$ cat src/rtl/serial_parity_receiver.sv
// Receiving end of the XOR-parity serial link: start bit, DATA_W data bits
// LSB first, parity bit, stop bit; word and error flags leave on a valid pulse.
module serial_parity_receiver #(
    parameter int DATA_W     = 8,
    parameter bit ODD_PARITY = 1'b0
) (
    input  logic              clk,
    input  logic              rst_n,
    input  logic              rx_bit,
    input  logic              rx_valid,
    output logic [DATA_W-1:0] data_out,
    output logic              data_valid,
    output logic              parity_err,
    output logic              frame_err,
    output logic              busy
);

    localparam int CNT_W = $clog2(DATA_W) + 1;
    localparam logic [CNT_W-1:0] LAST_IDX = CNT_W'(DATA_W - 1);

    typedef enum logic [1:0] {
        IDLE   = 2'd0,
        DATA   = 2'd1,
        PARITY = 2'd2,
        STOP   = 2'd3
    } state_t;

    // Handshake: rx_bit is consumed on every rising edge where rx_valid=1;
    // rx_valid=0 freezes the FSM and datapath. data_valid is a one-cycle
    // strobe with no back-pressure; data_out and the flags hold between strobes.
    state_t            state;
    state_t            state_next;
    logic [DATA_W-1:0] shift_reg;
    logic [CNT_W-1:0]  bit_cnt;
    logic              acc;
    logic              par_pending;

    always_ff @(posedge clk or negedge rst_n) begin
        if (!rst_n) begin
            state <= IDLE;
        end else begin
            state <= state_next;
        end
    end

    always_comb begin
        state_next = state;
        if (rx_valid) begin
            case (state)
                IDLE:    if (!rx_bit) state_next = DATA;
                DATA:    if (bit_cnt == LAST_IDX) state_next = PARITY;
                PARITY:  state_next = STOP;
                STOP:    state_next = IDLE;
                default: state_next = IDLE;
            endcase
        end
    end

    always_comb begin
        busy = (state != IDLE);
    end

    always_ff @(posedge clk or negedge rst_n) begin
        if (!rst_n) begin
            shift_reg   <= '0;
            bit_cnt     <= '0;
            acc         <= 1'b0;
            par_pending <= 1'b0;
        end else if (rx_valid) begin
            case (state)
                IDLE: begin
                    if (!rx_bit) begin
                        shift_reg <= '0;
                        bit_cnt   <= '0;
                        acc       <= 1'b0;
                    end
                end
                DATA: begin
                    shift_reg[bit_cnt] <= rx_bit;
                    acc                <= acc ^ rx_bit;
                    bit_cnt            <= bit_cnt + 1'b1;
                end
                PARITY: begin
                    par_pending <= acc ^ rx_bit ^ ODD_PARITY;
                end
                default: ;
            endcase
        end
    end

    // The stop bit is only checked, never reused as a start bit.
    always_ff @(posedge clk or negedge rst_n) begin
        if (!rst_n) begin
            data_out   <= '0;
            data_valid <= 1'b0;
            parity_err <= 1'b0;
            frame_err  <= 1'b0;
        end else begin
            data_valid <= 1'b0;
            if (rx_valid && state == STOP) begin
                data_out   <= shift_reg;
                parity_err <= par_pending;
                frame_err  <= ~rx_bit;
                data_valid <= 1'b1;
            end
        end
    end

endmodule

$ cat config.mk
export PLATFORM = sky130hd
export DESIGN_NAME = serial_parity_receiver
export DESIGN_NICKNAME = d
export VERILOG_FILES = /design/src/rtl/serial_parity_receiver.sv
export SDC_FILE = /design/constraint.sdc
export NUM_CORES = 1
export LEC_CHECK = 0
export CAP_MARGIN = 25
export CORE_MARGIN = 2
export CORE_UTILIZATION = 35
export DETAILED_ROUTE_END_ITERATION = 12
export GPL_ROUTABILITY_DRIVEN = 0
export HOLD_SLACK_MARGIN = 0.03
export PLACE_DENSITY = 0.6
export SLEW_MARGIN = 20
export SYNTH_ARGS = -nofsm -noshare
export SYNTH_HDL_FRONTEND = slang
export SYNTH_SLANG_ARGS = --single-unit
$ cat constraint.sdc
create_clock -name clk -period 1.75 [get_ports clk]
set_input_delay 0.2625 -clock clk [delete_from_list [all_inputs] [get_ports clk]]
set_output_delay 0.2625 -clock clk [all_outputs]
set_load 0.05 [all_outputs]
==> results.json, run 1 <==
{
  "run_status": "finished, final reports clean",
  "rows": 23,
  "tritoncts": "done",
  "root_buffer": "clkbuf_8",
  "layout_commonest_cell": "dfrtp_1",
  "critPathArrivalTime_ps": 1430,
  "synthArstFlopShare": 1.00,
  "path_cells": "clkdlybuf4s50_1",
  "initial_utilization": 0.360,
  "grt_max_degree": 28,
  "cp.required_ps": 1490,
  "synth_cell_types": 40,
  "ys.flop_type": "dfrtp_1",
  "dp_cells": 204,
  "clk_path_buf_depth": 2,
  "max_freq_mhz": 592,
  "yosys.area_share.xor_xnor": 0.00617,
  "rsz0062_at_grt": "true",
  "wl_per_cell_um": 13.9,
  "tns_ps": 0,
  "power_w": 0.00303,
  "stdcell_count": 209,
  "dpl.hpwl_mm": 2.10,
  "io_buffers": 15,
  "ys_seq_elements": 27,
  "final_cell_mix": "dfrtp_1, buf_4, nand2_1",
  "drt_iter0_drc": 63,
  "via_per_inst": 5.24,
  "r2r-end": "state[0]",
  "fill_cells": 373,
  "die-height_um": 67.7,
  "drive_gt1_frac": 0.239,
  "hold_class": "in2async",
  "ff2ff_setup_slack_ps": 80,
  "synth_nets": 150,
  "overflow": 0,
  "slew_headroom": 0.664,
  "drc": 0,
  "synth_simple_gate_area_frac": 0.152,
  "synthAdderAreaFrac": 0.0617,
  "numCtsBuffers": 3,
  "post-place-ws_ps": -128,
  "synth.avg_cell_area_um2": 10.2,
  "grtUsageTotal": 0.148,
  "ir_drop_uv": 591,
  "antenna_cells": 0,
  "drv_cap": 0,
  "fin_crit_sh": 0.966,
  "slowest_stage": "clkdlybuf4s50_1",
  "io_pins": 16,
  "setup_viol": 0,
  "critPathBufInv": 1,
  "wl_mm": 2.90,
  "insertion_delay_ps": 280,
  "synth.cell_area_um2": 1420,
  "cp-end-kind": "output pin",
  "synth-compound-area-share": 0.198,
  "fin_nets": 171,
  "ant_nets": 0,
  "startpoint_type": "register",
  "cpPeakStageDelay_ps": 800,
  "power.density_nw_per_um2": 1750,
  "cp.depth": 1,
  "grt_pass1_wl_mm": 5.07,
  "first_pass_iters": 4,
  "hold_viol": 0,
  "timing.final.crit_period_ps": 1690,
  "tightest_slew_ps": 503,
  "rr_startpoint": "bit_cnt[0]",
  "clock-sinks": 27,
  "worstSetupEndpoint": "data_out[3]",
  "grt_pass1_vias": 1109,
  "core_um2": 3940,
  "netlist_instances": 139,
  "final_max_slew_viol_count": 0,
  "crit_type": "reg2out",
  "synth-edff-count": 0,
  "area_delta_synth_final_pct": 21.9,
  "synth.yosys.seq_area_share": 0.476,
  "antenna_found_initial": 0,
  "synth_top_family_by_area": "compound AO/OA/AOI/OAI gates",
  "muxShareOfSynthArea": 0.0317,
  "cp-startpoint": "data_out[3]",
  "fp.dieW_um": 67.7,
  "h-tree-depth": 1,
  "routed-via-count": 1096,
  "r2r_cells": 4,
  "clk_pin_slew_ps": 100,
  "yosysWarnings": 0,
  "crit_fanout": 2,
  "die_area_um2": 4580,
  "skew_ps": 8.65,
  "setup_slack_ps": 60.0,
  "cp_top_family": "buffers and inverters",
  "leakagePower_nw": 0.768
}
-- metrics by stage --
stage / hold slack, ps / area, um2 / utilization
after global placement: 462 / 1660 / 0.421
after CTS: 357 / 1710 / 0.434
final: 348 / 1730 / 0.439
after floorplan: -33.1 / 1420 / -
after global routing: 399 / 1730 / 0.439
after detailed placement: 474 / 1660 / 0.421
-- Yosys cell counts, types with 3 or more instances --
master / number / area [um2]
ha_1: 7 / 87.6
o22ai_1: 3 / 18.8
buf_2: 4 / 20.0
clkbuf_1: 3 / 11.3
o31ai_1: 3 / 22.5
nand4bb_1: 3 / 33.8
mux2_2: 4 / 45.0
inv_1: 13 / 48.8
o21ai_0: 13 / 65.1
a21oi_1: 4 / 20.0
a211oi_1: 5 / 37.5
dfrtp_1: 27 / 676
nand2_1: 14 / 52.6
-- per-layer routing --
layer  up-vias  share of wire  GRT usage
met1       538           0.44      0.187
met2        17           0.50      0.246
met5         -              0          0
met3         7          0.031     0.0250
li1        534              -          -
met4         0          0.022     0.0663
-- cells by family (layout without fill, tap and decap cells) --
kind of cell,after synthesis,after routing
simple gates,35,35
xor+xnor,1,1
mux,4,4
compound gates,41,41
buf+inv,24,44
flops,27,27
fa+ha+maj,7,7
-- power breakdown --
part	internal (W)	total (W)	switching (W)
clock	0.000160	0.000358	0.000198
combinational	0.000676	0.00168	0.00101
sequential	0.000820	0.000988	0.000168
total	0.00166	0.00303	0.00137
-- cell type report --
type	count	area (um2)	area share
Sequential cell	27	676	0.390
Multi-Input combinational cell	88	652	0.377
Inverter	13	48.8	0.0282
Clock buffer	3	41.3	0.0239
Timing Repair Buffer	27	245	0.142
Clock inverter	1	5.00	0.00289
Tap cell	50	62.6	0.0362
-- worst min path at each step --
| stage | cells past startpoint | end | slack [ps] | startpoint |
|---|---|---|---|---|
| 6_report | 2 | state[1] | 350 | rst_n |
| 4_1_cts | 2 | state[1] | 360 | rst_n |
| 5_1_grt | 2 | state[1] | 400 | rst_n |
| 3_3_place_gp | 2 | data_out[3] | 460 | data_out[3] |
| 3_5_place_dp | 2 | data_out[5] | 470 | data_out[5] |
| 2_1_floorplan | 0 | acc | -30 | rst_n |
-- repair_timing --
action | 4_1_cts | 5_1_grt
setup buffers | 0 | 1
cloned | 0 | 0
hold buffers | 0 | 0
resized for setup | 1 | 5
endpoints found under the setup margin | 11 | 14
(Power assumes the default switching activity.)
==> run 2: changes to the inputs <==
Settings changed: SLEW_MARGIN 20 to not set.
==> results of run 2 <==
The final DEF is identical to that of run 1; final timing and power are the same.
==> run 3: changes to the inputs <==
Settings changed: CTS_CLUSTER_DIAMETER set to 40.
==> results of run 3 <==
The final DEF is identical to that of run 1; final timing and power are the same.
